File: src/rtl/pipe_hazard_ctrl_pkg.sv
// Shared pipeline definitions for the hazard controller: FSM states,
// register-index width, the x0 index and the default dmem timeout.
package pipe_hazard_ctrl_pkg;

  localparam int TIMEOUT_DEF = 255;
  localparam int REG_W       = 5;
  localparam int WAIT_W      = 8;

  localparam logic [REG_W-1:0] X0 = '0;

  typedef enum logic [1:0] {
    RUN,
    MEM_WAIT,
    REDIRECT
  } state_t;

endpackage

File: src/rtl/pipe_hazard_ctrl_if.sv
// Pipeline <-> hazard-controller signal bundle. The controller uses the slave
// modport; the pipeline datapath (or a testbench) uses the master modport.
interface pipe_hazard_ctrl_if;
  import pipe_hazard_ctrl_pkg::*;

  // Hazard inputs from the pipeline stage registers.
  logic [REG_W-1:0] id_rs1;
  logic [REG_W-1:0] id_rs2;
  logic             id_use_rs1;
  logic             id_use_rs2;
  logic [REG_W-1:0] ex_rd;
  logic             ex_lw;
  logic             mem_lw;
  logic             mem_escmem;
  logic             mem_jump;
  logic             mem_jalr;
  logic             mem_branch_taken;

  // Data-memory handshake: an access is offered while dmem_req = 1 and
  // completes in the cycle where dmem_ready = 1; dmem_req stays high (and the
  // pipeline stays frozen) for every cycle the access is outstanding.
  logic             dmem_req;
  logic             dmem_ready;
  logic             dmem_err;

  // Stage controls back to the pipeline.
  logic             pc_en;
  logic             ifid_en;
  logic             idex_en;
  logic             exmem_en;
  logic             ifid_flush;
  logic             idex_flush;
  logic             exmem_flush;
  logic             memwb_bubble;
  logic             pc_redirect;
  logic [31:0]      stall_cycles;

  modport slave (
    input  id_rs1, id_rs2, id_use_rs1, id_use_rs2, ex_rd, ex_lw,
           mem_lw, mem_escmem, mem_jump, mem_jalr, mem_branch_taken,
           dmem_ready,
    output dmem_req, dmem_err,
           pc_en, ifid_en, idex_en, exmem_en,
           ifid_flush, idex_flush, exmem_flush, memwb_bubble,
           pc_redirect, stall_cycles
  );

  modport master (
    output id_rs1, id_rs2, id_use_rs1, id_use_rs2, ex_rd, ex_lw,
           mem_lw, mem_escmem, mem_jump, mem_jalr, mem_branch_taken,
           dmem_ready,
    input  dmem_req, dmem_err,
           pc_en, ifid_en, idex_en, exmem_en,
           ifid_flush, idex_flush, exmem_flush, memwb_bubble,
           pc_redirect, stall_cycles
  );

endinterface

File: src/rtl/pipe_hazard_ctrl_hazard_detect.sv
// Load-use detector: a load in ID/EX whose destination is read by the
// instruction in IF/ID. Writes to x0 never create a dependency.
module hazard_detect
  import pipe_hazard_ctrl_pkg::*;
(
  input  logic             ex_lw,
  input  logic [REG_W-1:0] ex_rd,
  input  logic [REG_W-1:0] id_rs1,
  input  logic [REG_W-1:0] id_rs2,
  input  logic             id_use_rs1,
  input  logic             id_use_rs2,
  output logic             load_use
);

  logic hit_rs1;
  logic hit_rs2;

  assign hit_rs1  = id_use_rs1 && (id_rs1 == ex_rd);
  assign hit_rs2  = id_use_rs2 && (id_rs2 == ex_rd);
  assign load_use = ex_lw && (ex_rd != X0) && (hit_rs1 || hit_rs2);

endmodule

File: src/rtl/pipe_hazard_ctrl.sv
// Pipeline hazard controller: memory stall > MEM-stage redirect > load-use,
// with a sticky dmem timeout flag and a free-running stall-cycle counter.
module pipe_hazard_ctrl
  import pipe_hazard_ctrl_pkg::*;
#(
  parameter int TIMEOUT = TIMEOUT_DEF
) (
  input  logic               clk,
  input  logic               reset,
  pipe_hazard_ctrl_if.slave  bus,
  output state_t             dbg_state
);

  localparam logic [WAIT_W-1:0] TIMEOUT_CNT = WAIT_W'(TIMEOUT);

  state_t            state, state_n;
  logic [WAIT_W-1:0] wait_cnt, wait_cnt_n;
  logic              err_q;
  logic [31:0]       stall_cnt;

  logic load_use;
  logic mem_access;
  logic mem_stall;
  logic redirect_in;

  logic pc_en, ifid_en, idex_en, exmem_en;
  logic ifid_flush, idex_flush, exmem_flush, memwb_bubble;
  logic pc_redirect, dmem_req;

  hazard_detect u_hazard_detect (
    .ex_lw      (bus.ex_lw),
    .ex_rd      (bus.ex_rd),
    .id_rs1     (bus.id_rs1),
    .id_rs2     (bus.id_rs2),
    .id_use_rs1 (bus.id_use_rs1),
    .id_use_rs2 (bus.id_use_rs2),
    .load_use   (load_use)
  );

  assign mem_access  = bus.mem_lw | bus.mem_escmem;
  assign redirect_in = bus.mem_jump | bus.mem_jalr | bus.mem_branch_taken;
  assign mem_stall   = reset && mem_access && !bus.dmem_ready;
  assign wait_cnt_n  = (wait_cnt == TIMEOUT_CNT) ? wait_cnt : wait_cnt + 1'b1;

  always_ff @(posedge clk or negedge reset) begin
    if (!reset) begin
      state     <= RUN;
      wait_cnt  <= '0;
      err_q     <= 1'b0;
      stall_cnt <= '0;
    end else begin
      state <= state_n;
      if (mem_stall) begin
        wait_cnt <= wait_cnt_n;
        if (wait_cnt_n == TIMEOUT_CNT) err_q <= 1'b1;
      end else begin
        wait_cnt <= '0;
      end
      if (!pc_en) stall_cnt <= stall_cnt + 32'd1;
    end
  end

  always_comb begin
    state_n      = state;
    pc_en        = 1'b1;
    ifid_en      = 1'b1;
    idex_en      = 1'b1;
    exmem_en     = 1'b1;
    ifid_flush   = 1'b0;
    idex_flush   = 1'b0;
    exmem_flush  = 1'b0;
    memwb_bubble = 1'b0;
    pc_redirect  = 1'b0;
    dmem_req     = mem_access;

    if (mem_stall) begin
      // Freeze everything up to EX/MEM; MEM/WB receives bubbles meanwhile.
      pc_en        = 1'b0;
      ifid_en      = 1'b0;
      idex_en      = 1'b0;
      exmem_en     = 1'b0;
      memwb_bubble = 1'b1;
      state_n      = MEM_WAIT;
    end else begin
      unique case (state)
        RUN, MEM_WAIT: begin
          state_n = RUN;
          if (redirect_in) begin
            pc_redirect = 1'b1;
            ifid_flush  = 1'b1;
            idex_flush  = 1'b1;
            exmem_flush = 1'b1;
            state_n     = REDIRECT;
          end else if (state == RUN && load_use) begin
            pc_en      = 1'b0;
            ifid_en    = 1'b0;
            idex_flush = 1'b1;
          end
        end
        REDIRECT: begin
          // Drop the wrong-path fetch issued alongside the redirect.
          ifid_flush = 1'b1;
          state_n    = RUN;
        end
        default: state_n = RUN;
      endcase
    end

    if (!reset) begin
      state_n      = RUN;
      pc_en        = 1'b0;
      ifid_en      = 1'b0;
      idex_en      = 1'b0;
      exmem_en     = 1'b0;
      ifid_flush   = 1'b1;
      idex_flush   = 1'b1;
      exmem_flush  = 1'b1;
      memwb_bubble = 1'b1;
      pc_redirect  = 1'b0;
      dmem_req     = 1'b0;
    end
  end

  assign bus.pc_en        = pc_en;
  assign bus.ifid_en      = ifid_en;
  assign bus.idex_en      = idex_en;
  assign bus.exmem_en     = exmem_en;
  assign bus.ifid_flush   = ifid_flush;
  assign bus.idex_flush   = idex_flush;
  assign bus.exmem_flush  = exmem_flush;
  assign bus.memwb_bubble = memwb_bubble;
  assign bus.pc_redirect  = pc_redirect;
  assign bus.dmem_req     = dmem_req;
  assign bus.dmem_err     = err_q;
  assign bus.stall_cycles = stall_cnt;
  assign dbg_state        = state;

endmodule

File: src/flat_wrapper.sv
// flat-port wrapper written by rule: the top's interface ports become plain ports
module pipe_hazard_ctrl_flat import pipe_hazard_ctrl_pkg::*;
#(
  parameter int TIMEOUT = TIMEOUT_DEF
)
  (clk, reset, dbg_state, bus_id_rs1, bus_id_rs2, bus_id_use_rs1, bus_id_use_rs2, bus_ex_rd, bus_ex_lw, bus_mem_lw, bus_mem_escmem, bus_mem_jump, bus_mem_jalr, bus_mem_branch_taken, bus_dmem_ready, bus_dmem_req, bus_dmem_err, bus_pc_en, bus_ifid_en, bus_idex_en, bus_exmem_en, bus_ifid_flush, bus_idex_flush, bus_exmem_flush, bus_memwb_bubble, bus_pc_redirect, bus_stall_cycles);
  pipe_hazard_ctrl_if bus_i ();
  input  logic clk;
  input  logic reset;
  output state_t dbg_state;
  input wire logic [$bits(bus_i.id_rs1)-1:0] bus_id_rs1;
  input wire logic [$bits(bus_i.id_rs2)-1:0] bus_id_rs2;
  input wire logic [$bits(bus_i.id_use_rs1)-1:0] bus_id_use_rs1;
  input wire logic [$bits(bus_i.id_use_rs2)-1:0] bus_id_use_rs2;
  input wire logic [$bits(bus_i.ex_rd)-1:0] bus_ex_rd;
  input wire logic [$bits(bus_i.ex_lw)-1:0] bus_ex_lw;
  input wire logic [$bits(bus_i.mem_lw)-1:0] bus_mem_lw;
  input wire logic [$bits(bus_i.mem_escmem)-1:0] bus_mem_escmem;
  input wire logic [$bits(bus_i.mem_jump)-1:0] bus_mem_jump;
  input wire logic [$bits(bus_i.mem_jalr)-1:0] bus_mem_jalr;
  input wire logic [$bits(bus_i.mem_branch_taken)-1:0] bus_mem_branch_taken;
  input wire logic [$bits(bus_i.dmem_ready)-1:0] bus_dmem_ready;
  output wire logic [$bits(bus_i.dmem_req)-1:0] bus_dmem_req;
  output wire logic [$bits(bus_i.dmem_err)-1:0] bus_dmem_err;
  output wire logic [$bits(bus_i.pc_en)-1:0] bus_pc_en;
  output wire logic [$bits(bus_i.ifid_en)-1:0] bus_ifid_en;
  output wire logic [$bits(bus_i.idex_en)-1:0] bus_idex_en;
  output wire logic [$bits(bus_i.exmem_en)-1:0] bus_exmem_en;
  output wire logic [$bits(bus_i.ifid_flush)-1:0] bus_ifid_flush;
  output wire logic [$bits(bus_i.idex_flush)-1:0] bus_idex_flush;
  output wire logic [$bits(bus_i.exmem_flush)-1:0] bus_exmem_flush;
  output wire logic [$bits(bus_i.memwb_bubble)-1:0] bus_memwb_bubble;
  output wire logic [$bits(bus_i.pc_redirect)-1:0] bus_pc_redirect;
  output wire logic [$bits(bus_i.stall_cycles)-1:0] bus_stall_cycles;
  assign bus_i.id_rs1 = bus_id_rs1;
  assign bus_i.id_rs2 = bus_id_rs2;
  assign bus_i.id_use_rs1 = bus_id_use_rs1;
  assign bus_i.id_use_rs2 = bus_id_use_rs2;
  assign bus_i.ex_rd = bus_ex_rd;
  assign bus_i.ex_lw = bus_ex_lw;
  assign bus_i.mem_lw = bus_mem_lw;
  assign bus_i.mem_escmem = bus_mem_escmem;
  assign bus_i.mem_jump = bus_mem_jump;
  assign bus_i.mem_jalr = bus_mem_jalr;
  assign bus_i.mem_branch_taken = bus_mem_branch_taken;
  assign bus_i.dmem_ready = bus_dmem_ready;
  assign bus_dmem_req = bus_i.dmem_req;
  assign bus_dmem_err = bus_i.dmem_err;
  assign bus_pc_en = bus_i.pc_en;
  assign bus_ifid_en = bus_i.ifid_en;
  assign bus_idex_en = bus_i.idex_en;
  assign bus_exmem_en = bus_i.exmem_en;
  assign bus_ifid_flush = bus_i.ifid_flush;
  assign bus_idex_flush = bus_i.idex_flush;
  assign bus_exmem_flush = bus_i.exmem_flush;
  assign bus_memwb_bubble = bus_i.memwb_bubble;
  assign bus_pc_redirect = bus_i.pc_redirect;
  assign bus_stall_cycles = bus_i.stall_cycles;
  pipe_hazard_ctrl #(.TIMEOUT(TIMEOUT)) u_core (.clk(clk), .reset(reset), .bus(bus_i), .dbg_state(dbg_state));
endmodule
File: config.mk
export PLATFORM = sky130hd
export DESIGN_NAME = pipe_hazard_ctrl_flat
export DESIGN_NICKNAME = d
export VERILOG_FILES = /design/src/rtl/pipe_hazard_ctrl_pkg.sv /design/src/rtl/pipe_hazard_ctrl_if.sv /design/src/rtl/pipe_hazard_ctrl_hazard_detect.sv /design/src/rtl/pipe_hazard_ctrl.sv /design/src/flat_wrapper.sv
export SDC_FILE = /design/constraint.sdc
export NUM_CORES = 1
export LEC_CHECK = 0
export ABC_AREA = 1
export BUFFER_PORTS_ARGS = -buffer_cell sky130_fd_sc_hd__buf_2
export CELL_PAD_IN_SITES_DETAIL_PLACEMENT = 0
export CELL_PAD_IN_SITES_GLOBAL_PLACEMENT = 1
export CORE_MARGIN = 5
export CORE_UTILIZATION = 34
export DETAILED_ROUTE_END_ITERATION = 16
export GPL_TIMING_DRIVEN = 0
export PLACE_DENSITY_LB_ADDON = 0.2
export SYNTH_ARGS = -nofsm -noshare
export SYNTH_HDL_FRONTEND = slang
export SYNTH_SLANG_ARGS = --single-unit
File: constraint.sdc
create_clock -name clk -period 1.55 [get_ports clk]
set_clock_uncertainty 0.2 [all_clocks]
set_input_delay 0.0775 -clock clk [delete_from_list [all_inputs] [get_ports clk]]
set_output_delay 0.0775 -clock clk [all_outputs]
set_load 0.1 [all_outputs]
==> impl_results.md, run 1 <==
- Clock Latency Late Sink: roughly 0.3 ns
- Endpoints failing setup: 39
- GR Util All Layers: 0.180
- Net switching fraction of the power: 0.429
- Average size of a mapped cell: around 6.4 µm²
- Status: finished with violations
- Largest net degree at the start of global routing: 23
- Crit path depth: 9
- Initial antenna violation count: 0
- CTS Sinks: 43
- Final period util: 1.29
- Final-stage net count: 626
- Routed WL: approximately 9900 µm
- Crit-path leading delay family: buffers and inverters
- R2r setup slk: -0.17 ns
- Overall die width: 105 µm
- Clock network power share: 0.240
- Clock Tree Root: clkbuf_8
- Crit path arrival time: about 1.7 ns
- Remaining DRCs: 0
- Top cell type's share of synthesized area: 0.353
- CTS tree: done
- Syn Std Cell Area: 0.00305 mm²
- Fin. max-slew vios: 0
- I/O Buffers: 70
- Worst Setup Slack, final: -0.445 ns
- Final instance area: slightly below 0.005 mm²
- Tmin final: 2.00 ns
- Pleak: between 0.002 and 0.0025 µW
- Die area: roughly 0.011 mm²
- Internal: 2180 µW
- P per Cell Area: roughly 780 mW/mm²
- Cell Chain, Critical Path: nor2_4, nand3_2, inv_2, nand3_4, nand2_4, buf_8, clkinvlp_4, buf_12, buf_12
- Critical setup path kind: reg -> out
- Leading area contributor after synthesis: dfrtp_1
- Chip height: about 100 µm
- Post-route ant nets: 0
- First-pass GRT wire length: 16400 µm
- Syn_nets: 501
- Setup crit end kind: output pin
- Clock Path Buffers: 2
- Failing checks: setup timing
- Max Clock Freq: 501 MHz
- Worst vdd ir: ~0.00057 V
- Setup TNS: -5.51 ns
- Wire per inst: 14.1 µm
- Io pins: between 70 and 80
- # rows: 34
- CTS clk-pin slew, worst paths: 0.10 ns
- Slowest CP cell: dfrtp_4
- Met2 Resource Use GR: 0.318
- RSZ-0062 raised after global routing: yes
- Share of flip-flops with an asynchronous set or reset: 1.00
- Total Power: 3810 µW
- Global route overflow: 0
- Post-DP Area: 0.00391 mm²
- Critical path peak fanout: 2
- Core ar.: between 0.008 and 0.009 mm²
- Area grow syn2layout: 60.4%
- Cells after DPL: 651
- Worst reg-to-reg path cell count: 9
- # diodes: 0
- Drt pass-1 iters: 4
- Worst hold-check path type: in -> reg
- Max stage delay on crit path: 0.49 ns
- H-Tree Depth: 2
- Synthesis Warnings: 0
- Post-synth EDFFs: 0
- Fill cells: 821
- Initial Utilization: 0.350
- GR Layer Usage met1: 0.231
- Vias in the first global route: 3376
- Switch Pwr: 1640 µW
- Max cap viols: 0
- Hold path cells: 5
- DR iter-0 viols: 114
- Required @ worst endpoint: 1.27 ns
- Seq/Total Area, Yosys: 0.353
- Max_slew headroom: 0.634
- Total CTS buffers: 5
- Cells after synthesis: 473
- Top post-synthesis cells by area: dfrtp_1 (35%), nand2_1 (24%), nand3_1 (8.0%)
- Synth unique cells: 27
- Worst Setup Start Kind: flop
- Worst-margin pin slew: about 0.55 ns
- Met3 GRT Util: 0.0327
- Buf+Inv Stages, Crit Path: 5
- Logic gate share of total power: 0.404
- Most frequent cells after synthesis: nand2_1 (191), nor2_1 (64), nand3_1 (49), dfrtp_1 (43), inv_1 (40)
- Layout cell share with drive strength beyond 1: 0.457
- Vias: 3388
- Most frequent cell on the critical path: buf_12
- DPL Wire Length: between 6000 and 7000 µm
- GR peak layer: met2
- Most frequent cell after synthesis: nand2_1
- DR vias/cell: 4.79
- Post-route non-filler standard cell count: a little over 700
- FF+latch count, synth: 43
- Reg power frac: 0.356
- Final hold violations: 0
- Top FF cell, synth: dfrtp_1
- Routability cong.: 0.859
==> cells in the final DEF (no fill, tap or decap), types with 11 or more instances in the layout <==
| cell | count |
|---|---|
| nand2_1 | 163 |
| nor2_4 | 24 |
| nor2_1 | 34 |
| xor2_1 | 15 |
| buf_6 | 17 |
| buf_4 | 45 |
| dfrtp_4 | 30 |
| buf_2 | 51 |
| nand2_2 | 22 |
| nor2_2 | 11 |
| inv_1 | 32 |
| nand3_1 | 42 |
| inv_2 | 13 |
==> what timing repair did <==
| item | CTS | global route |
|---|---|---|
| cloned | 2 | 0 |
| resized for setup | 70 | 54 |
| hold endpoints to repair | 51 | 0 |
| endpoints found under the setup margin | 45 | 46 |
| hold buffers | 4 | 0 |
| buffers inserted | 33 | 10 |
| pin swaps | 33 | 32 |
==> power groups by stage <==
stage               Clock (µW)  Combinational [µW]  Sequential (µW)
detailed placement           0                1220             1420
finish                     916                1540             1360
floorplan                    0                 506             1880
global route              1000                1620             1370
CTS                        964                1530             1350
global placement             0                1210             1420
==> layout make-up <==
class                   count  area [µm²]  share of cell area
repair buffers            118         963               0.197
multi-input cells         369        2160               0.441
flip-flops and latches     43        1190               0.244
clock buffers               5        68.8              0.0141
plain buffers              12         131              0.0268
inverters                  49         199              0.0407
clock inverters             3        43.8             0.00895
well taps                 108         135              0.0276
==> per-layer routing <==
metal,up-vias,wire length [µm]
met5,-,0
met4,0,104
met3,13,556
met2,83,4970
met1,1573,4320
li1,1719,-
==> tightest hold or removal path: stages <==
cell and delay, ns:
buf_2 0.08, inv_1 0.05, nand2_4 0.08, nor2_1 0.06
and2_1 0.13
==> per-stage QoR <==
| stage | util | setup WS [ns] | hold slack, ns |
|---|---|---|---|
| floorplan | - | -0.990 | -0.418 |
| global placement | 0.448 | -1.02 | 0.149 |
| detailed placement | 0.448 | -1.03 | 0.156 |
| CTS | 0.530 | -0.448 | 0.00257 |
| global route | 0.561 | -0.511 | 0.0122 |
| finish | 0.561 | -0.445 | 0.00738 |
==> worst paths after layout <==
kind / start / end
max reg2reg: u_core.dbg_state[1] / u_core.bus.stall_cycles[7]
min reg2reg: u_core.bus.dmem_err / u_core.bus.dmem_err
max: u_core.dbg_state[1] / bus_pc_en
min in group asynchronous: reset / u_core.bus.stall_cycles[10]
min: bus_dmem_ready / u_core.wait_cnt[6]
max in group asynchronous: reset / u_core.bus.stall_cycles[1]
==> flip-flops by register name, indices dropped and copies added, names as in the netlist <==
name,cells
u_core.wait_cnt,8
u_core.bus.dmem_err,1
u_core.dbg_state,2
u_core.bus.stall_cycles,32
==> cells by family (layout without fill, tap and decap cells) <==
group | count (synthesis) | count (layout) | share of synthesized area
AND/OR/NAND/NOR | 337 | 337 | 0.475
flip-flops | 43 | 43 | 0.353
buffers and inverters | 61 | 187 | 0.0878
XOR/XNOR | 22 | 22 | 0.0632
adder cells (fa/ha/maj) | 2 | 2 | 0.00820
AO/OA/AOI/OAI | 8 | 8 | 0.0135
Power figures use the tool's default switching activity.
==> run 2: changes to the inputs <==
Settings changed: ABC_CLOCK_PERIOD_IN_PS from default to 1550, REMOVE_ABC_BUFFERS from default to 1, SYNTH_HIERARCHICAL from default to 1.
==> run 2 against run 1 <==
  * Clock-buffer cell count unchanged
  * Sequential cell count unchanged
  * Synthesized cell count decreased by 11%
  * Final cell count decreased by 7.6%
  * Critical path type unchanged
  * Critical endpoint is now bus_ifid_flush
  * Global-route usage decreased by 2.2 points
  * Clock power decreased by 22%
  * Die area decreased by 6.3%
  * Via count decreased by 11%
  * Core utilization decreased by 1.8 points
  * Register-to-register slack improved by 0.08 ns
  * The run ends with hold timing, setup timing left
  * Wire length decreased by 16%
  * Sequential share of layout area increased by 0.25 points
==> impl_results.md, run 2 <==
- Fin. max-slew vios: 0 (unchanged)
- P per Cell Area: 1040 mW/mm² (was 779 mW/mm²)
- Final period util: 1.10 (was 1.29)
- Vias: 2999 (was 3388)
- Met2 Resource Use GR: 0.269 (was 0.318)
- Global route overflow: 0 (unchanged)
- # rows: 33 (was 34)
- Clock Latency Late Sink: 0.30 ns (about the same)
- Vias in the first global route: 2730 (was 3376)
- Most frequent cell after synthesis: nand2_1 (unchanged)
- CTS tree: done (unchanged)
- Tmin final: 1.70 ns (was 2.00 ns)
- Critical path peak fanout: 3 (was 2)
- I/O Buffers: 70 (unchanged)
- Area grow syn2layout: 56.5% (was 60.4%)
- GR peak layer: met2 (unchanged)
- Final hold violations: 43 (was 0)
- Synthesis Warnings: 6 (was 0)
- Critical setup path kind: reg -> out (unchanged)
- Max cap viols: 0 (unchanged)
- Worst Setup Slack, final: -0.148 ns (was -0.445 ns)
- Pleak: 0.00218 µW (was 0.00239 µW)
- DR vias/cell: 4.59 (was 4.79)
- R2r setup slk: -0.09 ns (was -0.17 ns)
- Highest-count cells in the layout ignoring fill and taps: nand2_1 (132), buf_4 (52), buf_2 (48) (was nand2_1 (163), buf_2 (51), buf_4 (45))
- Status: finished with violations (unchanged)
- Max Clock Freq: 589 MHz (was 501 MHz)
- Required @ worst endpoint: 1.27 ns (about the same)
- H-Tree Depth: 2 (unchanged)
- CTS Sinks: 43 (unchanged)
- Total CTS buffers: 5 (unchanged)
- Io pins: 71 (unchanged)
- Final hold slack: -0.578 ns (was 0.00738 ns)
- Worst hold-check path type: in -> async (was in -> reg)
- Final-stage net count: 575 (was 626)
- # diodes: 0 (unchanged)
- Worst vdd ir: 0.00158 V (was 0.000570 V)
- Top post-synthesis cells by area: dfrtp_1 (38%), nand2_1 (22%), nor2_1 (8.6%) (was dfrtp_1 (35%), nand2_1 (24%), nand3_1 (8.0%))
- Setup TNS: -1.26 ns (was -5.51 ns)
- Crit path arrival time: 1.42 ns (was 1.72 ns)
- Overall die width: 101 µm (was 105 µm)
- Leading area contributor after synthesis: dfrtp_1 (unchanged)
- Wire per inst: 12.8 µm (was 14.1 µm)
- Endpoints failing setup: 21 (was 39)
- Clock Tree Root: clkbuf_8 (unchanged)
- Routed WL: 8370 µm (was 9950 µm)
- Total Power: 4610 µW (was 3810 µW)
- Failing checks: hold timing, setup timing (was setup timing)
- Met3 GRT Util: 0.0282 (was 0.0327)
- GR Layer Usage met1: 0.210 (was 0.231)
- Die area: 0.0103 mm² (was 0.0110 mm²)
- Setup crit end kind: output pin (unchanged)
- Largest net degree at the start of global routing: 46 (was 23)
- Average size of a mapped cell: 6.76 µm² (was 6.45 µm²)
- Commonest non-fill, non-tap cell in the layout: nand2_1 (unchanged)
- Top FF cell, synth: dfrtp_1 (unchanged)
- Cells after synthesis: 420 (was 473)
- Reg-to-Reg Start: u_core/dbg_state[1] (was u_core.dbg_state[1])
- Drt pass-1 iters: 4 (unchanged)
- Routability cong.: 0.832 (was 0.859)
- DPL Wire Length: 5540 µm (was 6750 µm)
- DR iter-0 viols: 120 (was 114)
- FF+latch count, synth: 43 (unchanged)
- Initial antenna violation count: 0 (unchanged)
- Remaining DRCs: 0 (unchanged)
- Worst reg-to-reg path cell count: 8 (was 9)
- Syn Std Cell Area: 0.00284 mm² (was 0.00305 mm²)
- Share of flip-flops with an asynchronous set or reset: 1.00 (unchanged)
- Layout cell share with drive strength beyond 1: 0.465 (was 0.457)
- Core ar.: 0.00818 mm² (was 0.00872 mm²)
- Worst-margin pin slew: 0.517 ns (was 0.545 ns)
- CTS Hold Bufs: 3 (was 4)
- Seq/Total Area, Yosys: 0.379 (was 0.353)
- Synth unique cells: 30 (was 27)
- Initial Utilization: 0.347 (was 0.350)
- CTS clk-pin slew, worst paths: 0.08 ns (was 0.10 ns)
- Worst flop-to-flop path endpoint: u_core/bus.stall_cycles[23] (was u_core.bus.stall_cycles[7])
- Post-route ant nets: 0 (unchanged)
- Chip height: 101 µm (was 105 µm)
- Most frequent cells after synthesis: nand2_1 (163), nor2_1 (65), dfrtp_1 (43), inv_1 (41), nand3_1 (18) (was nand2_1 (191), nor2_1 (64), nand3_1 (49), dfrtp_1 (43), inv_1 (40))
- GR Util All Layers: 0.159 (was 0.180)
- Post-synth EDFFs: 0 (unchanged)
- First-pass GRT wire length: 13100 µm (was 16400 µm)
- Largest register FFs: 32 (unchanged)
- Top cell type's share of synthesized area: 0.379 (was 0.353)
- Clock Path Buffers: 2 (unchanged)
- Worst Setup Start Kind: flop (unchanged)
- Max_slew headroom: 0.653 (was 0.634)
- RSZ-0062 raised after global routing: yes (unchanged)
==> run 2: cell types whose count changed in the layout (fill, tap and decap cells not counted), sizes merged, moves of 7 or more <==
cell | previous run | this run
nand3 | 51 | 19
nand2 | 194 | 173
buf | 123 | 113
xor2 | 16 | 8
nor2 | 69 | 76
xnor2 | 6 | 13
==> run 2: worst max path at each step <==
stage,startpoint,endpoint,slack (ns),cells after the start
floorplan,bus_mem_escmem,u_core/bus.stall_cycles[17],-2.09,6
global placement,reset,bus_ifid_en,-0.97,4
detailed placement,reset,bus_ifid_en,-1.00,4
CTS,u_core/bus.stall_cycles[1],u_core/bus.stall_cycles[30],-0.15,10
global route,u_core/bus.stall_cycles[0],u_core/bus.stall_cycles[23],-0.20,10
finish,u_core/dbg_state[1],bus_ifid_flush,-0.15,4
==> run 2: per-stage QoR <==
stage                     hold slack, ns  area (µm²)  worst slack [ns]   util  std cells
after detailed placement           0.131        3290             -1.00  0.402        590
after CTS                         -0.569        3890            -0.149  0.476        629
after floorplan                   -0.418        2810             -2.09      -        415
after global routing              -0.577        4440            -0.201  0.543        653
after global placement             0.122        3290            -0.972  0.402        590
final                             -0.578        4440            -0.148  0.543        653
==> run 2: what timing repair did <==
item	in CTS	in global routing
resized for setup	81	106
pin swaps	14	36
setup endpoints to repair	54	53
cloned	2	0
buffers inserted	26	24
hold endpoints to repair	51	43
==> run 2: final cells by class <==
cell class                 count  area, µm²
fill                         810       3730
multi-input combinational    328       2030
sequential                    43       1090
timing repair buffer         123        930
inverter                      46        178
tap                          105        131
clock buffer                   5       68.8
clock inverter                 3       15.0
==> run 2: logic make-up (layout without fill, tap and decap cells) <==
kind of cell / after synthesis / count (layout) / share of synthesized area
AND/OR/NAND/NOR: 283 / 285 / 0.435
buffers and inverters: 51 / 177 / 0.0723
flip-flops: 43 / 43 / 0.379
XOR/XNOR: 21 / 21 / 0.0674
AO/OA/AOI/OAI: 20 / 20 / 0.0375
adder cells (fa/ha/maj): 2 / 2 / 0.00881
==> run 2: power breakdown <==
part	leakage [µW]	internal, µW	switching, µW
Clock	0.0000477	309	401
Combinational	0.00158	701	1710
Sequential	0.000555	1270	217
==> run 2: worst max-delay path, cell delays in order (launching register included) <==
cell and delay [ns]:
dfrtp_1 0.38, inv_1 0.08, or2_2 0.28, a21oi_2 0.17, buf_8 0.22
==> run 2: metal layers <==
metal	part of all wire	wire [µm]	up-vias
li1	-	-	1547
met1	0.46	3860	1372
met2	0.48	4020	68
met3	0.038	316	12
met4	0.021	178	0
met5	0	0	-
==> run 3: changes to the inputs <==
Settings changed: BUFFER_PORTS_ARGS -buffer_cell sky130_fd_sc_hd__buf_2 to default, CORE_UTILIZATION 34 to 40, DONT_BUFFER_PORTS from default to 1, SYNTH_HIERARCHICAL 1 to default.
==> run 3 against run 2 <==
  * Wire length is 19% higher
  * Worst hold slack better by 0.53 ns
  * Final cell count is 6.3% lower
  * Clock power is 2% higher
  * Worst setup slack worse by 0.47 ns
  * The flow still finishes with violations (hold timing, setup timing)
  * Via count is 3.8% higher
  * Global-route usage is 4.0 points higher
  * Critical path type unchanged
  * First-iteration DRC count is 59% higher
==> impl_results.md, run 3 (synthesized netlist as in run 1, its figures left out) <==
- Status: finished with violations (unchanged)
- Failing checks: hold timing, setup timing (unchanged)
- Routed WL: 9980 µm (was 8370 µm)
- DPL Wire Length: 5800 µm (was 5540 µm)
- Initial antenna violation count: 0 (unchanged)
- Util after Layout: 0.581 (was 0.543)
- Core ar.: 0.00733 mm² (was 0.00818 mm²)
- Routability cong.: 0.848 (was 0.832)
- Critical setup path kind: reg -> out (unchanged)
- Layout cell share with drive strength beyond 1: 0.351 (was 0.465)
- Worst flop-to-flop path endpoint: u_core.bus.stall_cycles[10] (was u_core/bus.stall_cycles[23])
- Pleak: 0.00192 µW (was 0.00218 µW)
- Post-DP Area: 0.00314 mm² (was 0.00329 mm²)
- Worst reg-to-reg path cell count: 10 (was 8)
- Max_slew headroom: 0.421 (was 0.653)
- Hold path cells: 4
- Overall die width: 97.3 µm (was 101 µm)
- Worst hold-check path type: in -> reg (was in -> async)
- Commonest non-fill, non-tap cell in the layout: nand2_1 (unchanged)
- Max cap viols: 0 (unchanged)
- Largest net degree at the start of global routing: 44 (was 46)
- Worst vdd ir: 0.00131 V (was 0.00158 V)
- Chip height: 97.3 µm (was 101 µm)
- Worst Setup Slack, final: -0.615 ns (was -0.148 ns)
- Largest register FFs: 32 (unchanged)
- P per Cell Area: 792 mW/mm² (was 1040 mW/mm²)
- CTS tree: done (unchanged)
- Initial Utilization: 0.416 (was 0.347)
- Clock Path Buffers: 2 (unchanged)
- # diodes: 0 (unchanged)
- Max Clock Freq: 462 MHz (was 589 MHz)
- Worst-margin pin slew: 0.868 ns (was 0.517 ns)
- # rows: 31 (was 33)
- Final-stage net count: 540 (was 575)
- Die area: 0.00947 mm² (was 0.0103 mm²)
- RSZ-0062 raised after global routing: yes (unchanged)
- CTS clk-pin slew, worst paths: 0.08 ns (about the same)
- DR iter-0 viols: 191 (was 120)
- Fin. max-slew vios: 0 (unchanged)
- CTS Sinks: 43 (unchanged)
- Global route overflow: 0 (unchanged)
- Worst Hold End: u_core.wait_cnt[1]
- Highest-count cells in the layout ignoring fill and taps: nand2_1 (157), nor2_1 (45), nand3_1 (39) (was nand2_1 (132), buf_4 (52), buf_2 (48))
- H-Tree Depth: 2 (unchanged)
- Crit path arrival time: 1.89 ns (was 1.42 ns)
- Drt pass-1 iters: 4 (unchanged)
- Remaining DRCs: 0 (unchanged)
- R2r setup slk: -0.52 ns (was -0.09 ns)
- CTS Hold Bufs: 3 (unchanged)
- Wire per inst: 16.3 µm (was 12.8 µm)
- Tmin final: 2.16 ns (was 1.70 ns)
- Area grow syn2layout: 39.6% (was 56.5%)
- Endpoints failing setup: 42 (was 21)
- Total CTS buffers: 5 (unchanged)
- Reg-to-Reg Start: u_core.dbg_state[0] (was u_core/dbg_state[1])
- Io pins: 71 (unchanged)
- Post-route ant nets: 0 (unchanged)
- Required @ worst endpoint: 1.27 ns (about the same)
- Vias in the first global route: 2931 (was 2730)
- Total Power: 3370 µW (was 4610 µW)
- Worst Setup Start Kind: flop (unchanged)
- Setup TNS: -19.01 ns (was -1.26 ns)
- Final hold violations: 8 (was 43)
- Setup crit end kind: output pin (unchanged)
- Clock Tree Root: clkbuf_8 (unchanged)
- Min-delay src: bus_dmem_ready
- First-pass GRT wire length: 15200 µm (was 13100 µm)
- GR Util All Layers: 0.198 (was 0.159)
- Final period util: 1.40 (was 1.10)
- Vias: 3114 (was 2999)
- I/O Buffers: 0 (was 70)
- Clock Latency Late Sink: 0.31 ns (was 0.30 ns)
- DR vias/cell: 5.09 (was 4.59)
- Final hold slack: -0.0430 ns (was -0.578 ns)
- Final instance area: 0.00426 mm² (was 0.00444 mm²)
- Critical path peak fanout: 3 (unchanged)
-- run 3: cell count changes in the layout (fill, tap and decap cells not counted), moves of 8 or more --
cell / before / now
nand3_2: 1 / 10
nand2_1: 132 / 157
nand3_1: 15 / 39
xor2_1: 7 / 15
nor2_1: 28 / 45
buf_4: 52 / 18
dfrtp_2: 15 / 6
buf_2: 48 / 0
dfrtp_4: 0 / 30
dfrtp_1: 28 / 7
nor2_4: 26 / 11
-- run 3: cell type report --
| class | count | area, µm² |
|---|---|---|
| inverter | 49 | 223 |
| tap | 99 | 124 |
| clock buffer | 7 | 76.3 |
| fill | 679 | 3070 |
| clock inverter | 1 | 5.00 |
| timing repair buffer | 38 | 463 |
| multi-input combinational | 375 | 2170 |
| sequential | 43 | 1200 |
-- run 3: timing repair --
action | in CTS | in global routing
cloned | 4 | 5
setup buffers | 18 | 12
pin swaps | 14 | 19
resized for setup | 136 | 66
setup endpoints to repair | 83 | 44
endpoints found under the hold margin | 51 | 8
-- run 3: metrics by stage --
| stage | instances | worst slack, ns | hold slack [ns] |
|---|---|---|---|
| floorplan | 461 | -4.15 | -0.418 |
| global placement | 560 | -4.67 | -0.415 |
| detailed placement | 563 | -1.52 | -0.415 |
| CTS | 596 | -0.636 | -0.0627 |
| global route | 612 | -0.707 | -0.0375 |
| finish | 612 | -0.615 | -0.0430 |
-- run 3: power breakdown --
group,switching (µW),internal (µW),total [µW]
clock,405,317,723
combinational,492,285,777
sequential,648,1230,1870
total,1540,1830,3370
-- run 3: metal layers --
metal | vias up | track usage | share of wire
met2 | 100 | 0.307 | 0.45
met3 | 9 | 0.0668 | 0.092
met4 | 0 | 0.0501 | 0.011
met1 | 1452 | 0.267 | 0.44
met5 | - | 0 | 0
li1 | 1553 | - | -
-- run 3: worst max-delay path, stage by stage, from the launching register on --
cell,delay (ns)
dfrtp_4,0.63
nor2_2,0.14
nand3_1,0.09
inv_2,0.07
nand2_2,0.07
a21oi_4,0.59
-- run 3: worst max-delay path by stage --
| stage | start | end | cells past startpoint |
|---|---|---|---|
| 5_1_grt | u_core.dbg_state[0] | bus_idex_flush | 5 |
| 2_1_floorplan | bus_mem_escmem | u_core.dbg_state[1] | 7 |
| 3_5_place_dp | bus_mem_escmem | bus_pc_redirect | 8 |
| 6_report | u_core.dbg_state[0] | bus_idex_flush | 5 |
| 4_1_cts | u_core.dbg_state[1] | bus_idex_flush | 5 |
| 3_3_place_gp | bus_mem_escmem | u_core.dbg_state[1] | 7 |
